[config.mk]
export PLATFORM = sky130hd
export DESIGN_NAME = booth_mult_vr
export DESIGN_NICKNAME = d
export VERILOG_FILES = /design/src/rtl/booth_mult_vr.sv
export SDC_FILE = /design/constraint.sdc
export NUM_CORES = 1
export LEC_CHECK = 0
export CELL_PAD_IN_SITES_DETAIL_PLACEMENT = 1
export CELL_PAD_IN_SITES_GLOBAL_PLACEMENT = 1
export CORE_UTILIZATION = 46
export DETAILED_ROUTE_END_ITERATION = 8
export GPL_ROUTABILITY_DRIVEN = 0
export PLACE_DENSITY = 0.83
export SLEW_MARGIN = 20
export SYNTH_ARGS = -nofsm -noshare
export SYNTH_HDL_FRONTEND = slang
export SYNTH_SLANG_ARGS = --single-unit
[constraint.sdc]
create_clock -name clk -period 8.1 [get_ports clk]
set_clock_uncertainty 0.2 [all_clocks]
set_input_delay 1.215 -clock clk [delete_from_list [all_inputs] [get_ports clk]]
set_output_delay 1.215 -clock clk [all_outputs]
set_load 0.1 [all_outputs]
[src/rtl/booth_mult_vr.sv]
// Sequential radix-2 Booth multiplier with valid/ready handshakes on both sides.
// Operands are widened by one bit so one datapath covers signed and unsigned modes.
module booth_mult_vr #(
    parameter int unsigned WIDTH = 16
) (
    input  logic                 clk,
    input  logic                 rst,
    input  logic [WIDTH-1:0]     multiplicand,
    input  logic [WIDTH-1:0]     multiplier,
    input  logic                 signed_mode,
    input  logic                 src_valid,
    output logic                 src_ready,
    output logic [2*WIDTH-1:0]   product,
    output logic                 dst_valid,
    input  logic                 dst_ready
);

    localparam int unsigned XW = WIDTH + 1;
    localparam int unsigned CW = $clog2(WIDTH + 2);

    typedef enum logic [1:0] {IDLE, BUSY, DONE} state_t;

    state_t          state;
    logic [XW-1:0]   acc;
    logic [XW-1:0]   q;
    logic [XW-1:0]   m;
    logic            q_m1;
    logic [CW-1:0]   cnt;

    logic [XW-1:0]   sum;
    logic [XW-1:0]   acc_nx;
    logic [XW-1:0]   q_nx;
    logic [2*XW-1:0] prod_full;

    // One Booth step: add/subtract M, then arithmetic shift {A, Q, Q(-1)} right.
    always_comb begin
        sum = acc;
        case ({q[0], q_m1})
            2'b01:   sum = acc + m;
            2'b10:   sum = acc - m;
            default: sum = acc;
        endcase
        acc_nx    = {sum[XW-1], sum[XW-1:1]};
        q_nx      = {sum[0], q[XW-1:1]};
        prod_full = {acc_nx, q_nx};
    end

    always_ff @(posedge clk or posedge rst) begin
        if (rst) begin
            state     <= IDLE;
            acc       <= '0;
            q         <= '0;
            m         <= '0;
            q_m1      <= 1'b0;
            cnt       <= '0;
            product   <= '0;
            src_ready <= 1'b1;
            dst_valid <= 1'b0;
        end else begin
            case (state)
                IDLE: begin
                    if (src_valid) begin
                        m         <= {signed_mode & multiplicand[WIDTH-1], multiplicand};
                        q         <= {signed_mode & multiplier[WIDTH-1], multiplier};
                        acc       <= '0;
                        q_m1      <= 1'b0;
                        cnt       <= '0;
                        src_ready <= 1'b0;
                        state     <= BUSY;
                    end
                end
                BUSY: begin
                    acc  <= acc_nx;
                    q    <= q_nx;
                    q_m1 <= q[0];
                    cnt  <= cnt + CW'(1);
                    // The (WIDTH+1)-th step is the last one for a (WIDTH+1)-bit multiplier.
                    if (cnt == CW'(WIDTH)) begin
                        product   <= prod_full[2*WIDTH-1:0];
                        dst_valid <= 1'b1;
                        state     <= DONE;
                    end
                end
                DONE: begin
                    if (dst_ready) begin
                        dst_valid <= 1'b0;
                        src_ready <= 1'b1;
                        state     <= IDLE;
                    end
                end
                default: begin
                    state <= IDLE;
                end
            endcase
        end
    end

endmodule

# Word-level counts from Yosys, hierarchy flattened
# Index checks and enable logic that the tools add are counted.
[op_classes]
addsub = 3
eq_ne = 8
mux = 18
bitwise_logic = 2
reduce_logical = 10
[op_table]
columns = ["op", "n"]
rows = [
  ["17-bit one-hot mux with 2 select lines", 3],
  ["17-bit 2-to-1 mux", 2],
  ["17-bit adder", 1],
  ["17-bit subtractor", 1],
  ["5-bit one-hot mux with 2 select lines", 1],
  ["3-bit AND reduction", 3],
  ["2-bit 2-to-1 mux", 3],
  ["2-bit != test, second input constant", 3],
  ["1-bit one-hot mux with 2 select lines", 3],
  ["2-bit one-hot mux with 3 select lines", 1],
  ["2-bit AND reduction", 3],
  ["2-bit nonzero test", 3],
  ["5-bit by 1-bit adder with 5-bit output, second input constant", 1],
  ["5-bit equality test, second input constant", 1],
  ["5-bit 2-to-1 mux", 1],
  ["2-bit by 1-bit equality test with 1-bit output, second input constant", 2],
  ["2-bit equality test, second input constant", 2],
  ["1-bit 2-to-1 mux", 4],
  ["1-bit bitwise AND", 2],
  ["2-bit zero test", 1],
]
[word_totals]
regBits = 93
in_bits = 37
output_inout_bits = 34
wordCells = 50

# Longest topological paths before layout
# Gate-level depths: netlist (run 1).
[depth]
depth_word = 3
ltp_mapped = 15
ltp_nobuf = 15

# Worst setup path after synthesis (run 1)
# OpenSTA, ideal clock, no wires.
[synth_path]
path_type = "flip-flop to flip-flop"
start = "reg q_m1"
end = "reg acc[14]"
setup_time_ns = 0.136
t_arrival_ns = 3.082
t_required_ns = 7.764
path_slack_ns = 4.682
stages_incl_launch_ff = 16
path_buffers = 2
period_less_slack_ns = 3.418
path_cell_list = "dfrtp_1 -> inv_1 -> ha_1 -> clkbuf_1 -> clkbuf_1 -> nor2_1 -> xnor2_1 -> ha_1 -> a21o_1 -> a21oi_2 -> a21oi_2 -> o211ai_2 -> a21oi_2 -> o41ai_1 -> mux2i_1 -> o211ai_1"
[synth_between]
elab_chain_cells = 3
elab_cells_between_ends = 4
cone_classes = "2 x eq/ne; 2 x mux"
[synth_lines]
columns = ["element", "line", "text"]
rows = [
  ["start, declared", "27", "logic q_m1;"],
  ["start signal, assigned", "75", "q_m1 <= q[0];"],
  ["2-bit equality test or 2-bit by 1-bit equality test with 1-bit output (tied branches)", "38", "case ({q[0], q_m1})"],
  ["17-bit one-hot mux with 2 select lines *", "38", ""],
  ["17-bit one-hot mux with 2 select lines *", "60", "case (state)"],
  ["end signal, assigned", "73", "acc <= acc_nx;"],
  ["end, declared", "24", "logic [XW-1:0] acc;"],
]
# Mark *: on every way between the ends. The rest lies on a longest branch, timed or not.
# A chain may end at the register's enable or synchronous reset.

# Final worst setup path (run 1)
# Ends and elaborated chain as after synthesis.

==> results of run 1 <==
[flip-flops by register name (all words and copies together) (netlist names)]
register / cells
product: 32
m: 17
q: 17
acc: 16
cnt: 5
state: 2
dst_valid: 1
q_m1: 1
src_ready: 1
[worst max-delay path, stage by stage (launching register included)]
cell and delay, ps:
sky130_fd_sc_hd__dfrtp_1 390, sky130_fd_sc_hd__inv_1 60, sky130_fd_sc_hd__ha_1 530, sky130_fd_sc_hd__mux2_2 440, sky130_fd_sc_hd__inv_1 70, sky130_fd_sc_hd__ha_1 220
sky130_fd_sc_hd__nor2b_1 140, sky130_fd_sc_hd__o2111ai_1 310, sky130_fd_sc_hd__a21oi_2 130, sky130_fd_sc_hd__o211ai_2 210, sky130_fd_sc_hd__a21oi_2 130, sky130_fd_sc_hd__o41ai_1 610
sky130_fd_sc_hd__mux2i_1 250, sky130_fd_sc_hd__o211ai_1 100
[placed cells by master (no fill, tap or decap), types with 4 or more instances in the layout]
master                             n
sky130_fd_sc_hd__ha_1             20
sky130_fd_sc_hd__a22o_1            9
sky130_fd_sc_hd__clkbuf_8          9
sky130_fd_sc_hd__nor3_1           10
sky130_fd_sc_hd__nor2b_1           5
sky130_fd_sc_hd__o21ai_0          52
sky130_fd_sc_hd__clkdlybuf4s50_1  70
sky130_fd_sc_hd__mux2_2           41
sky130_fd_sc_hd__nand3_1           5
sky130_fd_sc_hd__xnor2_1          19
sky130_fd_sc_hd__o31ai_1           4
sky130_fd_sc_hd__a21oi_1          27
sky130_fd_sc_hd__nand2_1          57
sky130_fd_sc_hd__xor2_1            4
sky130_fd_sc_hd__a31oi_1          18
sky130_fd_sc_hd__a21o_1            7
sky130_fd_sc_hd__dfrtp_1          91
sky130_fd_sc_hd__inv_1            16
sky130_fd_sc_hd__and2_1           16
sky130_fd_sc_hd__nor2_1           28
[stage by stage]
stage | hold slack (ps) | util | instances | instance area [sq um]
CTS | 295 | 0.575 | 697 | 5940
global route | 331 | 0.575 | 697 | 5940
finish | 285 | 0.575 | 697 | 5940
detailed placement | 275 | 0.554 | 681 | 5720
global placement | 261 | 0.554 | 681 | 5720
floorplan | 257 | - | 496 | 4900
[per-layer routing]
layer  GRT usage  routed length, um  part of all wire  vias up
met4      0.0845                255             0.020        0
met2       0.428               6660              0.52       80
met3      0.0464                332             0.026       19
met1       0.309               5640              0.44     2052
li1            -                  -                 -     1883
met5           0                  0                 0        -
[cells by family (layout without fill, tap and decap cells)]
| kind of cell | after synthesis | after routing | synth area share |
|---|---|---|---|
| compound gates | 139 | 139 | 0.174 |
| xor+xnor | 23 | 23 | 0.0411 |
| fa+ha+maj | 21 | 21 | 0.0551 |
| buf+inv | 41 | 106 | 0.0314 |
| flops | 92 | 92 | 0.470 |
| mux | 44 | 44 | 0.101 |
| simple gates | 136 | 136 | 0.128 |
[final cells by class]
type,count,share of cell area
multi-input combinational,363,0.414
timing repair buffer,73,0.122
clock inverter,6,0.0158
tap,136,0.0286
inverter,17,0.0110
clock buffer,10,0.0215
sequential,92,0.388
[path summary, 6_finish.rpt]
kind                             start     endpoint  depth (start not counted)
setup / recovery                  q_m1      acc[14]                         13
hold / removal             product[18]  product[18]                          2
setup reg to reg                  q_m1      acc[14]                         13
hold reg to reg            product[18]  product[18]                          2
max in group asynchronous          rst      acc[15]                          3
min in group asynchronous          rst  product[12]                          2
==> results.md, run 1 <==
Setup path:
- The type of the worst setup path is reg2reg.
- The worst setup slack for register-to-register paths is 4150 ps.
- The element type at the critical path start is a flip-flop.
- The category of the worst setup path capture point is a flip-flop.
- The worst-path maximum fanout is 16.
- Data on the critical path arrives at its endpoint at slightly below 4000 ps.
- For the worst setup path, the data required time is 8120 ps.

Run:
- Max-cap violations in this run came to 0.

Clock network:
- The number of buffers inserted during clock tree synthesis is 9.
- After clock tree synthesis, the repair step resized 0 gates.
- The number of hold buffers added after CTS was 0.
- Clock-pin slew was measured on the worst setup and hold paths at roughly 90 ps.
- In this run the number of H-tree levels came out at 3.
- The later-pin clock latency in the skew report is 370 ps.
- CTS saw 92 sinks.
- The post-CTS repair timing setup buffer count is 0.
- The number of buffers on the longest clock path is 2.
- The clock tree from TritonCTS is built.
- The cell at the root of the clock tree is sky130_fd_sc_hd__clkbuf_8.

Placed design:
- The post-placement worst setup slack is 3980 ps.
- The estimated wirelength of the detail-placed design is 9020 um.
- Input and output buffers added on the ports amount to 70.

Die:
- The site row count is 37.
- The initial utilization of the core area, before any placement, comes to 0.475.
- The width of the die is between 100 and 150 um.
- The number of top-level pins is 71.
- The floorplan step defined a die boundary enclosing 11100 sq um.
- The floorplan step set the die height to roughly 110 um.
- The area inside the core boundary is 10300 sq um.

Outcome:
- The flow ran to the end, and the final reports show no timing, DRC or antenna violations.

Final layout:
- The layout overhead on the synthesized area is 21.2%.
- The number of fill cells in the layout is ~1100.
- In the final design database the tool counted around 600 nets.
- The register area is 2300 sq um.
- The number of antenna cells inserted is 0.
- Of the cells placed in the final design, the portion with a size suffix greater than 1 is 0.119.
- The footprint of the multi-input gates is about 2500 sq um.

Route:
- The first TritonRoute pass finished after 4 iterations.
- Once detail routing completed, the nets flagged for antenna violations numbered 0.
- The routed length per instance is 18.5 um.
- For this run, design rule violations remaining after detail routing come to 0.
- The violation count after the first detailed-routing iteration is 151.
- The via-per-instance ratio is around 5.8.
- After detailed routing, the total wire length is 12900 um.
- The number of vias after detailed routing is 4034.

Global routing:
- For this run the aggregate overflow at the end of global routing stands at 0.
- The first-pass GRT wire length is 21300 um.
- Entering global routing, the biggest net connects 63 pins.
- The number of antenna violations at the first check in global routing is 0.
- For this run, the total global-route usage over all layers was measured as 0.247.
- The number of global-route vias before repair came to 4274.

STA:
- The time the final worst path needs with I/O delays and setup is 3950 ps.
- Setup repair after global routing left no endpoint under its margin.
- The number of failing hold endpoints at the final stage is 0.
- Adding up every negative setup slack in the final design gives 0 ps.
- The number of slew-limit violations in the final report is 0.
- Static timing analysis puts the maximum clock frequency at 253 MHz.
- The slew of the pin with the lowest slew margin is 1060 ps.
- Dividing the final minimum period by the clock period gives 0.487.
- The slack of the critical path is 4150 ps.
- The remaining max-slew budget at the tightest pin is 0.290.
- The number of setup violations in the final report is 0.

Logic synthesis:
- The proportion of register bits with asynchronous set or reset after synthesis is 1.00.
- The most used standard cell by instance count after synthesis is sky130_fd_sc_hd__dfrtp_1.
- Yosys mapped a number of flops with a built-in enable equal to 0.
- The share of the Yosys chip area taken by registers is 0.470.
- The average cell area after synthesis is 9.89 sq um.
- The combined area of all synthesized cells is 4900 sq um.
- The commonest cells after synthesis are sky130_fd_sc_hd__dfrtp_1, sky130_fd_sc_hd__nand2_1, sky130_fd_sc_hd__o21ai_0.
- When the netlist entered floorplanning its net count stood at 554.
- After synthesis the netlist holds a flip-flop and latch count of a little over 90.
- The synthesis warning total is 0.
- Synthesis instantiated 47 different standard cells from the library.
- By area the synthesized netlist is led by sky130_fd_sc_hd__dfrtp_1, sky130_fd_sc_hd__mux2_2, sky130_fd_sc_hd__o21ai_0.
- The most used flip-flop cell after synthesis is sky130_fd_sc_hd__dfrtp_1.
- The share of the synthesized area in the top cell type is 0.464.
- Counting every instance in the synthesized netlist gives 496.
- The synthesized design spends more area on one cell type than any other, namely sky130_fd_sc_hd__dfrtp_1.

Hold path:
- The classification of the worst-slack hold path is reg2reg.
Power of run 1 is left out: the tool's default activity adds up to more than one toggle a clock period on the data nets, which glitch-free logic cannot reach.
==> inputs of run 2 (changes only) <==
--- a/config.mk
+++ b/config.mk
@@ -7,10 +7,10 @@
 export LEC_CHECK = 0
 export CELL_PAD_IN_SITES_DETAIL_PLACEMENT = 1
 export CELL_PAD_IN_SITES_GLOBAL_PLACEMENT = 1
-export CORE_UTILIZATION = 46
+export CORE_UTILIZATION = 42
 export DETAILED_ROUTE_END_ITERATION = 8
 export GPL_ROUTABILITY_DRIVEN = 0
-export PLACE_DENSITY = 0.83
+export PLACE_DENSITY = 0.76
 export SLEW_MARGIN = 20
 export SYNTH_ARGS = -nofsm -noshare
 export SYNTH_HDL_FRONTEND = slang
==> constraint.sdc (replaced) <==
create_clock -name clk -period 3.95 [get_ports clk]
set_clock_uncertainty 0.2 [all_clocks]
set_input_delay 0.5925 -clock clk [delete_from_list [all_inputs] [get_ports clk]]
set_output_delay 0.5925 -clock clk [all_outputs]
set_load 0.1 [all_outputs]
==> run 2 against run 1 <==
Critical path depth is the same. Routed wire length shrank 1.8%. Non-clock buffer count grew 8. Sequential share of layout area shrank 0.84 points. Maximum frequency grew 6.7%. Highest routed layer unchanged. Global-route usage shrank 1.7 points. First-iteration DRC count shrank 28%. Hold slack lost 3.7 ps. Register-to-register slack lost 3900 ps. Cell count grew 2.2%. Count of clock-buffer cells in the layout grew 4.
==> results.md, run 2 (synthesized netlist as in run 1, its figures left out) <==
Route:
- After detailed routing, the total wire length is about 13000 um.
- The count of antenna-violating nets left after detailed routing is 0.
- The violation count after the first detailed-routing iteration is 109.
- Across all layers, the routed design uses 4035 vias.
- In the routed layout, each cell is associated on average with a via count of approximately 5.7.
- The number of detailed-route iterations in the first pass is 4.
- After detailed routing, the average wire length per cell comes to 17.8 um.
- After detailed routing, the number of remaining DRC violations is 0.

Global routing:
- For met1 alone, demand over resource in global routing was 0.300.
- The total overflow left after global routing is 0.
- Entering global routing, the biggest net connects between 40 and 50 pins.
- The number of antenna violations at the first check in global routing came to 0.
- In the global route stage, met2 resource usage came out at 0.383.
- The first global-routing pass estimated approximately 21000 um of wire.
- The number of global-route vias before repair is 4209.
- In the global route stage, overall resource usage came out at 0.230.
- For this run, global-route usage on met3 was measured as 0.0553.
- The layer flagged by global routing as most heavily used is met2.

Die:
- The area inside the core boundary is 11400 sq um.
- The die is roughly 110 um tall.
- The number of top-level pins is 71.
- The area enclosed by the die boundary is 12100 sq um.
- Measured along the x axis, the die boundary spans roughly 110 um.
- In this run the core area contains 39 standard-cell rows.
- For this configuration, the core starts out at a cell density of 0.429.

Clock network:
- The clock-pin slew of the registers on the worst-case setup and hold paths is 60 ps.
- The clock net in this run drives a total of 92 sinks.
- The H-tree was split into 3 levels.
- The number of buffers on the longest clock path is 2.
- At the later pin of the worst-skew pair, clock insertion delay measures between 300 and 400 ps.
- For this design, the CTS-stage hold fixing added 0 buffers.
- The cell at the root of the clock tree is sky130_fd_sc_hd__clkbuf_16.
- The clock tree from TritonCTS is built.
- The number of buffers inserted during clock tree synthesis is 9.

Final layout:
- In the final layout, the registers with the most flip-flops are product x32, m x17, q x17.
- The layout overhead on the synthesized area is 23.8%.
- Fill cells in the final layout number 1260.
- The most frequent standard cell in the layout excluding fill and tap cells is sky130_fd_sc_hd__dfrtp_1.
- In the layout the commonest cells are sky130_fd_sc_hd__dfrtp_1, sky130_fd_sc_hd__clkdlybuf4s50_1, sky130_fd_sc_hd__nand2_1, sky130_fd_sc_hd__o21ai_0, sky130_fd_sc_hd__mux2_2.
- The count of nets after finishing is 622.
- The ratio of cells with drive above 1 in the final layout is 0.130.
- The number of antenna cells inserted is 0.
- Counting flops per register, the top entry is product.
- The register with the most flip-flops in the layout has 32 of them.

STA:
- The time the final worst path needs with I/O delays and setup is 3700 ps.
- The number of failing hold endpoints at the final stage was 0.
- The remaining max-slew budget at the tightest pin is 0.314.
- Static timing analysis puts the maximum clock frequency at roughly 270 MHz.
- Setup violations remaining at the end of the flow were counted as 0.
- For the pin with the worst max-slew slack, the measured transition is 1030 ps.
- In the finished design, the share of the clock period the worst path needs comes to 0.936.
- The number of slew-limit violations in the final report is 0.
- Setup repair after global routing left no endpoint under its margin.
- Setup total negative slack on the finished layout was measured at 0 ps.

Setup path:
- Traced cell by cell, the critical path runs through ha_1 > a31oi_1 > nor2_1 > xor2_1 > ha_1 > a21oi_1 > o21ai_0 > or3_1 > a21oi_1 > o21ai_0 > xnor2_1 > o311ai_0 > o41ai_1.
- The worst setup path is launched from a flip-flop.
- Along the worst path, the maximum fanout reaches 9.
- The largest single stage delay on the critical path is 400 ps.
- For the worst setup path, the data arrival time is 3690 ps.
- The cell with the biggest individual delay on the critical path is sky130_fd_sc_hd__dfrtp_1.
- The worst setup path is captured at a flip-flop.
- The data required time at the worst endpoint is 3950 ps.
- The type of the worst setup path is reg2reg.

Placed design:
- After legalization and detailed placement, the total HPWL measured between 8000 and 9000 um.
- The number of port buffers is 70.

Outcome:
- The run finished with clean final reports.

Hold path:
- The classification of the worst-slack hold path is reg2reg.

Run:
- Across the run, the number of max-cap violations was 0.
run 2: what timing repair did:
item | CTS | global route
endpoints found under the hold margin | 0 | 0
endpoints found under the setup margin | 0 | 4
resized for setup | 0 | 1
setup buffers | 0 | 0
run 2: layout make-up:
type                            count  area [sq um]  area share
Clock buffer                       14           264      0.0435
Clock inverter                      2          10.0     0.00165
Inverter                           17          65.1      0.0107
Multi-Input combinational cell    363          2450       0.404
Sequential cell                    92          2300       0.379
Tap cell                          143           179      0.0295
Timing Repair Buffer               81           796       0.131
run 2: final timing paths:
kind                                  start           to  slack [ps]  cells past startpoint
worst max-delay path                   q[0]      acc[15]         250                     13
worst min-delay path            product[17]  product[17]         280                      2
worst max register to register         q[0]      acc[15]         250                     13
worst min register to register  product[17]  product[17]         280                      2
max in group asynchronous               rst  product[30]        2350                      3
min in group asynchronous               rst  product[12]         470                      2
run 2: routing by layer:
layer | wire length (um) | share of wire
met1 | 5780 | 0.46
met2 | 6290 | 0.50
met3 | 431 | 0.034
met4 | 153 | 0.012
met5 | 0 | 0
run 2: critical path, delay by kind of cell, from the launching register on:
kind / cells / cell delay, ps
AOI/OAI and AO/OA: 7 / 1530
xor gates and xnor gates: 2 / 320
adders and majority gates: 2 / 670
DFF: 1 / 400
and+or+nand+nor: 2 / 430
run 2: through the flow:
stage	instances	utilization	setup slack, ps	hold WS, ps	instance area (sq um)
after floorplan	496	-	532	257	4900
after global placement	696	0.507	440	262	5790
after detailed placement	696	0.507	343	269	5790
after CTS	712	0.531	208	282	6070
after global routing	712	0.532	15.6	304	6070
final	712	0.532	252	281	6070
Power of run 2 is left out for the same reason.
